**src/rtl/piso_shift_reg_if.sv**
```systemverilog
// Bus bundle for piso_shift_reg: parallel load side plus register/serial outputs.
// With PISO_DONE_EN defined, the bundle also carries the 'done' flag.
interface piso_shift_reg_if #(
    parameter int WIDTH = 4
);
    logic             load;
    logic [WIDTH-1:0] in;
    logic [WIDTH-1:0] out;
    logic             out_series;
`ifdef PISO_DONE_EN
    logic             done;

    modport master (output load, output in, input out, input out_series, input done);
    modport slave  (input load, input in, output out, output out_series, output done);
`else
    modport master (output load, output in, input out, input out_series);
    modport slave  (input load, input in, output out, output out_series);
`endif
endinterface

```
**src/rtl/piso_shift_reg.sv**
```systemverilog
// Parallel-in serial-out shift register, MSB first, zero fill.
// Optional macro PISO_DONE_EN adds a shift counter and a 'done' flag that
// marks the cycle in which the LSB is on out_series.
module piso_shift_reg #(
    parameter int WIDTH = 4
) (
    input  logic              clk,
    input  logic              reset,
    piso_shift_reg_if.slave   bus
);
    logic [WIDTH-1:0] shreg;

    // Load has priority over shifting; reset clears the word at once.
    always_ff @(posedge clk or posedge reset) begin
        if (reset)
            shreg <= '0;
        else if (bus.load)
            shreg <= bus.in;
        else
            shreg <= {shreg[WIDTH-2:0], 1'b0};
    end

    assign bus.out        = shreg;
    assign bus.out_series = shreg[WIDTH-1];

`ifdef PISO_DONE_EN
    localparam int CW = $clog2(WIDTH + 1);
    logic [CW-1:0] shift_cnt;

    // Counts shifts since the last load, saturating at WIDTH so it never wraps
    // back onto the done value during a long drain.
    always_ff @(posedge clk or posedge reset) begin
        if (reset)
            shift_cnt <= '0;
        else if (bus.load)
            shift_cnt <= '0;
        else if (shift_cnt != CW'(WIDTH))
            shift_cnt <= shift_cnt + 1'b1;
    end

    assign bus.done = (shift_cnt == CW'(WIDTH - 1));
`endif
endmodule

```
**src/flat_wrapper.sv**
```systemverilog
// flat-port wrapper written by rule: the top's interface ports become plain ports
module piso_shift_reg_flat 
#(
    parameter int WIDTH = 4
)
  (clk, reset, bus_load, bus_in, bus_out, bus_out_series);
  piso_shift_reg_if #(.WIDTH(WIDTH)) bus_i ();
  input  logic clk;
  input  logic reset;
  input wire logic [$bits(bus_i.load)-1:0] bus_load;
  input wire logic [$bits(bus_i.in)-1:0] bus_in;
  output wire logic [$bits(bus_i.out)-1:0] bus_out;
  output wire logic [$bits(bus_i.out_series)-1:0] bus_out_series;
  assign bus_i.load = bus_load;
  assign bus_i.in = bus_in;
  assign bus_out = bus_i.out;
  assign bus_out_series = bus_i.out_series;
  piso_shift_reg #(.WIDTH(WIDTH)) u_core (.clk(clk), .reset(reset), .bus(bus_i));
endmodule
```
**config.mk**
```make
export PLATFORM = sky130hd
export DESIGN_NAME = piso_shift_reg_flat
export DESIGN_NICKNAME = d
export VERILOG_FILES = /design/src/rtl/piso_shift_reg_if.sv /design/src/rtl/piso_shift_reg.sv /design/src/flat_wrapper.sv
export SDC_FILE = /design/constraint.sdc
export NUM_CORES = 1
export LEC_CHECK = 0
export ABC_AREA = 0
export CORE_AREA = 2 2 39 41
export CTS_BUF_LIST = sky130_fd_sc_hd__clkbuf_8
export DETAILED_ROUTE_END_ITERATION = 10
export DIE_AREA = 0 0 41 43
export PLACE_DENSITY = 0.34
export RECOVER_POWER = 50
export SYNTH_ARGS = -nofsm -noshare
export SYNTH_HDL_FRONTEND = slang
export SYNTH_SLANG_ARGS = --single-unit
```
**constraint.sdc**
```tcl
create_clock -name clk -period 2.2 [get_ports clk]
set_input_delay 0.66 -clock clk [delete_from_list [all_inputs] [get_ports clk]]
set_output_delay 0.66 -clock clk [all_outputs]
set_load 0.02 [all_outputs]
```
==> results of run 1 <==
-- cell type report --
type / count / share of cell area
Clock buffer: 3 / 0.1304
Inverter: 1 / 0.01186
Multi-Input combinational cell: 4 / 0.1304
Sequential cell: 4 / 0.3162
Tap cell: 16 / 0.06324
Timing Repair Buffer: 11 / 0.3478
-- how the worst max path moves through the flow --
stage | startpoint | endpoint | slack [ps] | cells after the start
2_1_floorplan | u_core.bus.out[3] | bus_out[3] | 930 | 1
4_1_cts | u_core.bus.out[0] | bus_out[0] | 360 | 1
6_report | u_core.bus.out[0] | bus_out[0] | 380 | 1
3_3_place_gp | bus_load | u_core.bus.out[3] | 510 | 2
3_5_place_dp | bus_load | u_core.bus.out[1] | 490 | 2
5_1_grt | u_core.bus.out[0] | bus_out[0] | 340 | 1
-- per-stage QoR --
step | setup WS (ps) | power, W | cells | area [sq um] | hold WS (ps)
after CTS | 361.9 | 0.0002865 | 39 | 316.6 | 506.6
after global placement | 508.4 | 0.0001277 | 36 | 275.3 | 498.9
after global routing | 338.9 | 0.0002961 | 39 | 316.6 | 525.5
after floorplan | 927.0 | 0.0001026 | 10 | 152.6 | 426.1
final | 379.8 | 0.0002776 | 39 | 316.6 | 507.8
after detailed placement | 493.8 | 0.0001277 | 36 | 275.3 | 499.9
-- synth_stat cells --
library cell	number	area, sq um
and2_2	1	7.510
buf_4	1	7.510
dfrtp_1	4	100.1
inv_1	1	3.750
mux2_2	3	33.78
-- metal layers --
metal | vias to the layer above | track usage | wire length, um
met1 | 57 | 0.05195 | 154
met3 | 4 | 0.04712 | 66
met2 | 14 | 0.04688 | 94
met5 | - | 0 | 0
li1 | 57 | - | -
met4 | 0 | 0.1000 | 22
-- report_power, final --
part / leakage (nW) / internal (W) / switching (W)
Clock: 0.0216 / 0.000116 / 0.0000355
Sequential: 0.0490 / 0.0000799 / 0.00000260
Combinational: 0.0643 / 0.0000260 / 0.0000173
-- kinds of logic after synthesis --
group                  Yosys count
buffers and inverters            2
AND/OR/NAND/NOR                  1
multiplexers                     3
flip-flops                       4
==> results.toml, run 1 <==
[outcome]
status = "completed"

[critical_path]
cp_top_family = "buffers and inverters"
rrSetupSlack_ps = 1450
crit_path_end_kind = "output pin"
crit_chain = "clkdlybuf4s50_1"
crit_required_ps = 1540
crit_arrival_ps = 1160
path_max_fanout = 2
timing.rr.start = "u_core.bus.out[0]"
cp-start-kind = "flip-flop"
r2r_cells = 1
cp_slowest_cell = "clkdlybuf4s50_1"
crit_type = "reg -> out"
rr_endpoint = "u_core.bus.out[1]"
cpPeakStageDelay_ps = 610
path_buf_inv = 1

[power]
power-per-cell-area_nw_per_um2 = 877.0
leakage_nw = 0.1348
vdd.ir_drop.worst_uv = 193.0

[cts]
clk_path_buf_depth = 2
clk_pin_slew_ps = 30
cts_sinks = 4
tritoncts = "yes"
postCtsHoldBufs = 0
cts_setup_buffers = 0
h-tree-depth = 1
cts-buffers-inserted = 3
insertion_delay_ps = 210
cts_resized = 0
root_buffer = "clkbuf_8"

[sta]
max_slew_margin = 0.8505
fmax_mhz = 549.4
clock_skew_ps = 1.398
setup_viol = 0
final-hold-violation-count = 0
layout_min_cycle_time_ps = 1820
rsz0062_at_grt = "false"
setup-tns-final_ps = 0
finalMaxSlewViolations = 0
fin_crit_sh = 0.8273
tightest_slew_ps = 223.6

[synthesis]
ys_seq_area_frac = 0.6557
synth_xor_area_frac = 0
synth.distinct_cells = 5
ys_seq_elements = 4
synthMuxAreaShare = 0.2213
yosys.area_share.simple = 0.04918
syn_inst = 10
synth_compound_area_frac = 0
synthAdderAreaFrac = 0
syn_avg_cell_area_sq_um = 15.26
synth_top_family_by_area = "multiplexers"
synth.net_count = 17
syn-cell-area_sq_um = 152.6
yosysWarnings = 0

[global_routing]
grt_max_degree = 5
grt_pass1_vias = 127
grt_remaining_overflow = 0
antenna_found_initial = 0
globalRouteTotalUtil = 0.05539
grt_pass1_wl_um = 489

[hold_path]
min_to = "u_core.bus.out[3]"
min_from = "u_core.bus.out[2]"
min_path_cells = 1
min_path_type = "reg -> reg"

[job]
cap_viol_max_count = 0

[route]
avgViaCountPerCell = 3.385
initialDrtViolationCount = 2
drtAntennaViolNets = 0
drtPass1Iterations = 2
vias = 132
routed_wl_um = 338
remaining_drc_errors = 0
avgRoutedWirePerCell_um = 8.667

[finish]
diodes = 0
drive_above_1_share = 0.3043
multi_input_area_sq_um = 41.29
fillers = 148
regArea_sq_um = 100.1
final_cell_mix = "9 x clkdlybuf4s50_1, 4 x dfrtp_1, 3 x mux2_2, 3 x clkbuf_8, 2 x dlygate4sd3_1"
fin_util = 0.2288
finalNetCount = 32
largest_register_ffs = 4
layout_commonest_cell = "clkdlybuf4s50_1"
syn_to_final_growth_pct = 107.4

[place]
gp_congestion = 0.5404
numPortBuffers = 11

[floorplanning]
die-area_sq_um = 1763
num_rows = 14
core_sq_um = 1384
die_h_um = 43
ios = 12
initial_core_util = 0.1103
die_w_um = 41
Power figures use the tool's default switching activity.
==> run 2: changes to the inputs <==
--- a/config.mk
+++ b/config.mk
@@ -10,7 +10,7 @@
 export CTS_BUF_LIST = sky130_fd_sc_hd__clkbuf_8
 export DETAILED_ROUTE_END_ITERATION = 10
 export DIE_AREA = 0 0 41 43
-export PLACE_DENSITY = 0.34
+export PLACE_DENSITY = 0.35
 export RECOVER_POWER = 50
 export SYNTH_ARGS = -nofsm -noshare
 export SYNTH_HDL_FRONTEND = slang
==> constraint.sdc (replaced) <==
create_clock -name clk -period 1.5 [get_ports clk]
set_input_delay 0.45 -clock clk [delete_from_list [all_inputs] [get_ports clk]]
set_output_delay 0.45 -clock clk [all_outputs]
set_load 0.02 [all_outputs]
==> results.toml, run 2 (synthesis results as in run 1) <==
[outcome]
status = "completed"

[place]
gp_congestion = 0.5789
numPortBuffers = 11

[critical_path]
path_max_fanout = 2
endpoint = "bus_out[0]"
crit_required_ps = 1050
crit_chain = "dlygate4sd2_1"
cp_top_family = "flip-flops"
timing.rr.start = "u_core.bus.out[1]"
cp-startpoint = "u_core.bus.out[0]"
crit_path_end_kind = "output pin"
path_depth = 1
rr_endpoint = "u_core.bus.out[2]"
path_buf_inv = 1
cp-start-kind = "flip-flop"
crit_arrival_ps = 900
cp_slowest_cell = "dfrtp_1"
r2r_cells = 1
rrSetupSlack_ps = 760
cpPeakStageDelay_ps = 360
crit_type = "reg -> out"

[floorplanning]
die_h_um = 43
core_sq_um = 1384
num_rows = 14
ios = 12
initial_core_util = 0.1103
die-area_sq_um = 1763
die_w_um = 41

[cts]
insertion_delay_ps = 210
cts-buffers-inserted = 3
h-tree-depth = 1
tritoncts = "yes"
root_buffer = "clkbuf_8"
clk_path_buf_depth = 2
cts_sinks = 4
clk_pin_slew_ps = 30

[power]
power-per-cell-area_nw_per_um2 = 1279
total_power_w = 0.0003968
leakage_nw = 0.1451
vdd.ir_drop.worst_uv = 600.2

[route]
avgViaCountPerCell = 3.231
avgRoutedWirePerCell_um = 8.692
drtPass1Iterations = 2
drtAntennaViolNets = 0
vias = 126
initialDrtViolationCount = 1
routed_wl_um = 339
remaining_drc_errors = 0

[sta]
setup_viol = 0
fmax_mhz = 739.3
max_slew_margin = 0.8525
fin_crit_sh = 0.9018
layout_min_cycle_time_ps = 1353
finalMaxSlewViolations = 0
clock_skew_ps = 0.3793
setup-tns-final_ps = 0
final-hold-violation-count = 0
rsz0062_at_grt = "false"
tightest_slew_ps = 222.2

[finish]
multi_input_area_sq_um = 41.29
syn_to_final_growth_pct = 103.3
largest_register_ffs = 4
layout_commonest_cell = "dlygate4sd2_1"
diodes = 0
fillers = 151
final_cell_mix = "5 x dlygate4sd2_1, 4 x clkdlybuf4s50_1, 4 x dfrtp_1"
drive_above_1_share = 0.3043
finalNetCount = 32
regArea_sq_um = 100.1

[job]
cap_viol_max_count = 0

[hold_path]
min_path_type = "reg -> reg"

[global_routing]
grt_pass1_vias = 108
grt_pass1_wl_um = 524
grt_max_degree = 5
grt_remaining_overflow = 0
antenna_found_initial = 0
globalRouteTotalUtil = 0.05343
-- run 2: cell count changes in the layout (fill, tap and decap cells not counted) --
cell and delta:
dlygate4sd2_1 +5, clkdlybuf4s50_1 -5
-- run 2: worst min path at each step --
stage	start	end	depth (start not counted)
2_1_floorplan	reset	u_core.bus.out[0]	1
3_3_place_gp	u_core.bus.out[2]	u_core.bus.out[3]	1
3_5_place_dp	u_core.bus.out[0]	u_core.bus.out[1]	1
4_1_cts	reset	u_core.bus.out[1]	2
5_1_grt	u_core.bus.out[1]	u_core.bus.out[2]	1
6_report	u_core.bus.out[2]	u_core.bus.out[3]	1
-- run 2: through the flow --
stage / hold slack [ps] / instance area [sq um] / instances / worst slack [ps] / utilization
2_1_floorplan: 216.1 / 152.6 / 10 / 437.0 / -
3_3_place_gp: 492.2 / 275.3 / 36 / 35.23 / 0.1989
3_5_place_dp: 498.3 / 275.3 / 36 / 18.17 / 0.1989
4_1_cts: 436.2 / 310.3 / 39 / 139.2 / 0.2242
5_1_grt: 517.1 / 310.3 / 39 / 102.6 / 0.2242
6_report: 504.6 / 310.3 / 39 / 147.4 / 0.2242
-- run 2: timing repair --
item | 4_1_cts | 5_1_grt
hold buffers | 0 | 0
gates resized for setup | 5 | 0
setup buffers | 0 | 0
setup endpoints to repair | 5 | 0
-- run 2: routing by layer --
| metal | global-route usage | vias to the layer above | share of wire |
|---|---|---|---|
| met5 | 0 | - | 0 |
| met4 | 0.02000 | 0 | 0 |
| met3 | 0.09424 | 0 | 0.34 |
| met2 | 0.04688 | 15 | 0.29 |
| met1 | 0.05537 | 54 | 0.37 |
| li1 | - | 57 | - |
-- run 2: layout make-up --
| cell class | count | share of cell area |
|---|---|---|
| Tap cell | 16 | 0.06452 |
| Sequential cell | 4 | 0.3226 |
| Clock buffer | 3 | 0.1331 |
| Inverter | 1 | 0.01210 |
| Timing Repair Buffer | 11 | 0.3347 |
| Multi-Input combinational cell | 4 | 0.1331 |
-- run 2: report_power, final --
part	switching, W	internal (W)	total (W)
Clock	0.0000503	0.000171	0.000221
Sequential	0.00000363	0.000117	0.000121
Combinational	0.0000251	0.0000300	0.0000551
